**config.mk**
```make
export PLATFORM = sky130hd
export DESIGN_NAME = vec_mac_pe
export DESIGN_NICKNAME = d
export VERILOG_FILES = /design/src/rtl/pe_pkg.sv /design/src/rtl/pe_lane.sv /design/src/rtl/vec_mac_pe.sv
export SDC_FILE = /design/constraint.sdc
export NUM_CORES = 2
export LEC_CHECK = 0
export ABC_AREA = 1
export CAP_MARGIN = 20
export CORE_ASPECT_RATIO = 0.7
export CORE_MARGIN = 5
export CORE_UTILIZATION = 50
export CTS_CLUSTER_SIZE = 8
export DETAILED_ROUTE_END_ITERATION = 7
export PLACE_DENSITY = 0.69
export SYNTH_ARGS = -nofsm -noshare
export SYNTH_HDL_FRONTEND = slang
export SYNTH_SLANG_ARGS = --single-unit
```
**constraint.sdc**
```tcl
create_clock -name clk -period 8.6 [get_ports clk]
set_input_delay 1.29 -clock clk [delete_from_list [all_inputs] [get_ports clk]]
set_output_delay 1.29 -clock clk [all_outputs]
set_load 0.05 [all_outputs]
```
**src/rtl/pe_pkg.sv**
```systemverilog
// Shared types and elaboration helpers for the systolic-array processing elements.
package pe_pkg;

  typedef enum logic {
    PE_PASS  = 1'b0,
    PE_ACCUM = 1'b1
  } pe_mode_e;

  // The accumulator must hold a full-width product without truncation.
  function automatic bit acc_width_ok(int unsigned acc_width, int unsigned reg_width);
    return acc_width >= 2 * reg_width;
  endfunction

endpackage

```
**src/rtl/pe_lane.sv**
```systemverilog
// One MAC lane: product, local accumulator and registered c_ab for a vec_mac_pe.
(* use_dsp = "no" *)
module pe_lane
  import pe_pkg::*;
#(
  parameter int unsigned REG_WIDTH = 16,
  parameter int unsigned ACC_WIDTH = 32,
  parameter int unsigned SIGNED    = 0
) (
  input  logic                 clk,
  input  logic                 rst,
  input  logic                 mode,
  input  logic                 valid,
  input  logic                 drain,
  input  logic                 c_valid_in,
  input  logic [REG_WIDTH-1:0] a,
  input  logic [REG_WIDTH-1:0] b,
  input  logic [ACC_WIDTH-1:0] c_in,
  output logic [ACC_WIDTH-1:0] c_ab
);

  logic [ACC_WIDTH-1:0] prod;
  logic [ACC_WIDTH-1:0] acc_q, acc_d;
  logic [ACC_WIDTH-1:0] c_ab_q, c_ab_d;

  if (SIGNED != 0) begin : gen_signed
    logic signed [2*REG_WIDTH-1:0] prod_s;
    assign prod_s = $signed({{REG_WIDTH{a[REG_WIDTH-1]}}, a}) *
                    $signed({{REG_WIDTH{b[REG_WIDTH-1]}}, b});
    assign prod   = ACC_WIDTH'(prod_s);
  end else begin : gen_unsigned
    logic [2*REG_WIDTH-1:0] prod_u;
    assign prod_u = {{REG_WIDTH{1'b0}}, a} * {{REG_WIDTH{1'b0}}, b};
    assign prod   = ACC_WIDTH'(prod_u);
  end

  always_comb begin
    acc_d  = acc_q;
    c_ab_d = c_ab_q;
    if (mode == PE_ACCUM) begin
      if (drain) begin
        // A beat arriving with the drain is folded into the result, not kept.
        c_ab_d = valid ? (acc_q + prod) : acc_q;
        acc_d  = '0;
      end else begin
        if (c_valid_in) c_ab_d = c_in;
        if (valid)      acc_d  = acc_q + prod;
      end
    end else if (valid) begin
      c_ab_d = prod + c_in;
    end
  end

  always_ff @(posedge clk) begin
    if (rst) begin
      acc_q  <= '0;
      c_ab_q <= '0;
    end else begin
      acc_q  <= acc_d;
      c_ab_q <= c_ab_d;
    end
  end

  assign c_ab = c_ab_q;

endmodule

```
**src/rtl/vec_mac_pe.sv**
```systemverilog
// Vector MAC processing element: VECTOR lanes sharing operand forwarding and drain control.
(* use_dsp = "no" *)
module vec_mac_pe
  import pe_pkg::*;
#(
  parameter int unsigned REG_WIDTH = 16,
  parameter int unsigned VECTOR    = 2,
  parameter int unsigned ACC_WIDTH = 32,
  parameter int unsigned SIGNED    = 0
) (
  input  logic                               clk,
  input  logic                               rst,
  input  logic                               mode,
  input  logic                               valid_n_1,
  input  logic [VECTOR-1:0][REG_WIDTH-1:0]   a_n_1,
  input  logic [REG_WIDTH-1:0]               b_n_1,
  input  logic [VECTOR-1:0][ACC_WIDTH-1:0]   c_n_1,
  input  logic                               c_valid_n_1,
  input  logic                               drain_n_1,
  output logic [VECTOR-1:0][REG_WIDTH-1:0]   a_n,
  output logic [REG_WIDTH-1:0]               b_n,
  output logic                               valid_n,
  output logic                               drain_n,
  output logic [VECTOR-1:0][ACC_WIDTH-1:0]   c_ab,
  output logic                               c_valid,
  output logic                               collide
);

  if (!acc_width_ok(ACC_WIDTH, REG_WIDTH)) begin : gen_bad_width
    $error("vec_mac_pe: ACC_WIDTH must be at least 2*REG_WIDTH");
  end

  logic [VECTOR-1:0][REG_WIDTH-1:0] a_q;
  logic [REG_WIDTH-1:0]             b_q;
  logic                             valid_q, drain_q, c_valid_q, collide_q;
  logic                             c_valid_d, collide_d;

  always_comb begin
    c_valid_d = valid_n_1;
    collide_d = 1'b0;
    if (mode == PE_ACCUM) begin
      c_valid_d = drain_n_1 | c_valid_n_1;
      // Upstream result is lost when our own drain wins the output register.
      collide_d = drain_n_1 & c_valid_n_1;
    end
  end

  always_ff @(posedge clk) begin
    if (rst) begin
      a_q       <= '0;
      b_q       <= '0;
      valid_q   <= 1'b0;
      drain_q   <= 1'b0;
      c_valid_q <= 1'b0;
      collide_q <= 1'b0;
    end else begin
      a_q       <= a_n_1;
      b_q       <= b_n_1;
      valid_q   <= valid_n_1;
      drain_q   <= drain_n_1;
      c_valid_q <= c_valid_d;
      collide_q <= collide_d;
    end
  end

  for (genvar i = 0; i < VECTOR; i++) begin : gen_lane
    pe_lane #(
      .REG_WIDTH(REG_WIDTH),
      .ACC_WIDTH(ACC_WIDTH),
      .SIGNED   (SIGNED)
    ) u_lane (
      .clk       (clk),
      .rst       (rst),
      .mode      (mode),
      .valid     (valid_n_1),
      .drain     (drain_n_1),
      .c_valid_in(c_valid_n_1),
      .a         (a_n_1[i]),
      .b         (b_n_1),
      .c_in      (c_n_1[i]),
      .c_ab      (c_ab[i])
    );
  end

  assign a_n     = a_q;
  assign b_n     = b_q;
  assign valid_n = valid_q;
  assign drain_n = drain_q;
  assign c_valid = c_valid_q;
  assign collide = collide_q;

endmodule

```
==> run metrics <==
largest family of logic cells by synthesized area=adder cells; final-report hold violation count=0; DP HPWL=88,100 um; Remaining DRCs=0; gr usage total=0.302; Clock transition at path regs=80 ps; clock buffer depth=2; sequential fraction of the synthesis area=0.111; Pins Over Slew Limit=0; Hold Path Origin=gen_lane[0].u_lane.acc_q[10]; largest net degree at the start of global routing=70; Critical Path End Type=flop; top cells by area, synth=fa_1, nand2_1, ha_1; Distinct cells, synth=52; Simple-Gate Fraction of Synth Area=0.229; multiplexer share of the synthesized area=0; Fin Clk Skew=10.4 ps; Max-slew headroom=0.365; CTS root buffer=clkbuf_16; routed wirelength normalized by instance count=17.4 um; vias in the first global route=31,100; routability cong.=0.973; CP Launch Type=input pin; Syn Area/Cell=6.84 um^2; most frequent cells in the layout=nand2_1, inv_1, buf_4; DR vias=32,600; critical path's slowest cell=fa_1; Synth async-reset ratio=0; Yosys top cell area share=0.241; Final period util=0.956; Reg-to-Reg End=gen_lane[1].u_lane.c_ab[28]; area leader, netlist=fa_1; maximum fanout count along the critical path=9; ys flop type=dfxtp_1; DRT iter0 DRCs=2,886; max frequency=122 MHz; nets@finish=6,157; Post-Route Utilization=0.621; DIE HEIGHT=224 um; Post-synth EDFFs=0; post-route minimum period=8220 ps; Via density=5.26; final hold slack=491 ps; H-tree Lvls=4; CP Data Arrival Time=8640 ps; Detail Route Antenna Nets=0; layout cell share with drive strength beyond 1=0.121; antenna violations before repair=3; DP Cell Count=6,160; xor/xnor cell area share of the yosys netlist=0.0269; multi-input logic area=24,600 um^2; r2r worst-path depth=15; HP Class=reg -> reg; total die area=70,400 um^2; Reg area=3600 um^2; # rows=78; most common cell after layout, fill and taps aside=nand2_1; Hold EP=gen_lane[0].u_lane.acc_q[10]; worst endpoint required time=9020 ps; Synth Area in Adders=0.372; CTS tree=yes; non-filler instance count after layout=6,199; grt total ovfl=0; CP max stage delay=540 ps; # Max-Cap Violations=0; R2R setup slack=5820 ps; Ys Warns=0; synthesized net count=5,612; Synth Cell Area=32,600 um^2; outcome=completed; Slew @ Worst Pin=952 ps; fill count=6,002; Num CTS Buffers=17; Worst-Skew Late Latency=510 ps; crit path kind=in -> reg; Hold Path Stages=2; cell mode on critical path=nand2_1; final WL=108,000 um; compound-cell area share of the yosys netlist=0.121; Mapped Cells=4,762; die extent in x=315 um; first-pass GRT wire length=170,000 um; IO Port Bufs=233; Setup Viol. Count Final=0; 1st-pass router iterations=6; # IOs=234; synth-to-layout area growth=23.2%; # clock sinks=180; FF-to-FF Start=gen_lane[1].u_lane.acc_q[0]; Synth Register Bits=180; core area=64,600 um^2; Starting Density=0.504
-- timing repair --
action / CTS / global route
setup endpoints to repair: 0 / 31
setup buffers: 0 / 6
hold endpoints to repair: 0 / 0
hold buffers: 0 / 0
gates resized for setup: 0 / 60
-- cell families after synthesis --
family	Yosys count
buffers and inverters	1202
xor gates and xnor gates	100
adders and majority gates	732
DFF	180
and+or+nand+nor	1832
AOI/OAI and AO/OA	716
-- Yosys cell counts, drive strengths merged (35+ instances only) --
cell / number
a31oi: 37
xor2: 50
ha: 340
nand3: 205
fa: 392
clkbuf: 187
xnor2: 50
a21oi: 381
inv: 992
nor2: 296
nand2: 1222
dfxtp: 180
or2: 35
o21ai: 199
-- stage by stage --
stage	worst slack [ps]	cell area, um^2	setup TNS [ps]
floorplan	571	32600	0
CTS	209	39800	0
global route	-34.9	40100	-48.9
finish	378	40100	0
global placement	-236	39300	-2400
detailed placement	-305	39300	-4990
-- layout make-up --
class	count	share of cell area
Timing Repair Buffer	735	0.164
Clock inverter	11	0.00200
Multi-Input combinational cell	3380	0.613
Sequential cell	180	0.0898
Tap cell	880	0.0274
Antenna cell	1	0.0000624
Inverter	993	0.0929
Clock buffer	19	0.0108
-- critical path, delay by kind of cell --
family | cells | cell delay (ps)
adders and majority gates | 8 | 3650
and+or+nand+nor | 18 | 1940
buffers and inverters | 9 | 1250
AOI/OAI and AO/OA | 3 | 330
xor gates and xnor gates | 1 | 170
-- metal layers --
layer / share of wire / wire (um) / global-route usage
met2: 0.43 / 46600 / 0.460
met3: 0.085 / 9150 / 0.0513
met1: 0.46 / 49500 / 0.449
met5: 0.00025 / 27 / 0
met4: 0.024 / 2610 / 0.0748
-- worst max path at each step --
| stage | start | end | slack, ps | cells past startpoint |
|---|---|---|---|---|
| 6_report | a_n_1[10] | gen_lane[0].u_lane.c_ab[31] | 380 | 39 |
| 5_1_grt | a_n_1[10] | gen_lane[0].u_lane.c_ab[31] | -30 | 39 |
| 4_1_cts | a_n_1[23] | gen_lane[1].u_lane.c_ab[31] | 210 | 41 |
| 3_5_place_dp | a_n_1[23] | gen_lane[1].u_lane.c_ab[31] | -310 | 41 |
| 3_3_place_gp | a_n_1[22] | gen_lane[1].u_lane.c_ab[29] | -240 | 36 |
| 2_1_floorplan | a_n_1[7] | gen_lane[0].u_lane.c_ab[31] | 570 | 42 |
-- sequential cells by signal, summed over array words and instances, names as in the netlist --
signal                 count
valid_n                    1
a_n                       32
drain_n                    1
gen_lane.u_lane.c_ab      64
c_valid                    1
b_n                       16
gen_lane.u_lane.acc_q     64
collide                    1
Power is left out: the tool's default activity adds up to more than one toggle a clock period on the data nets, which glitch-free logic cannot reach.
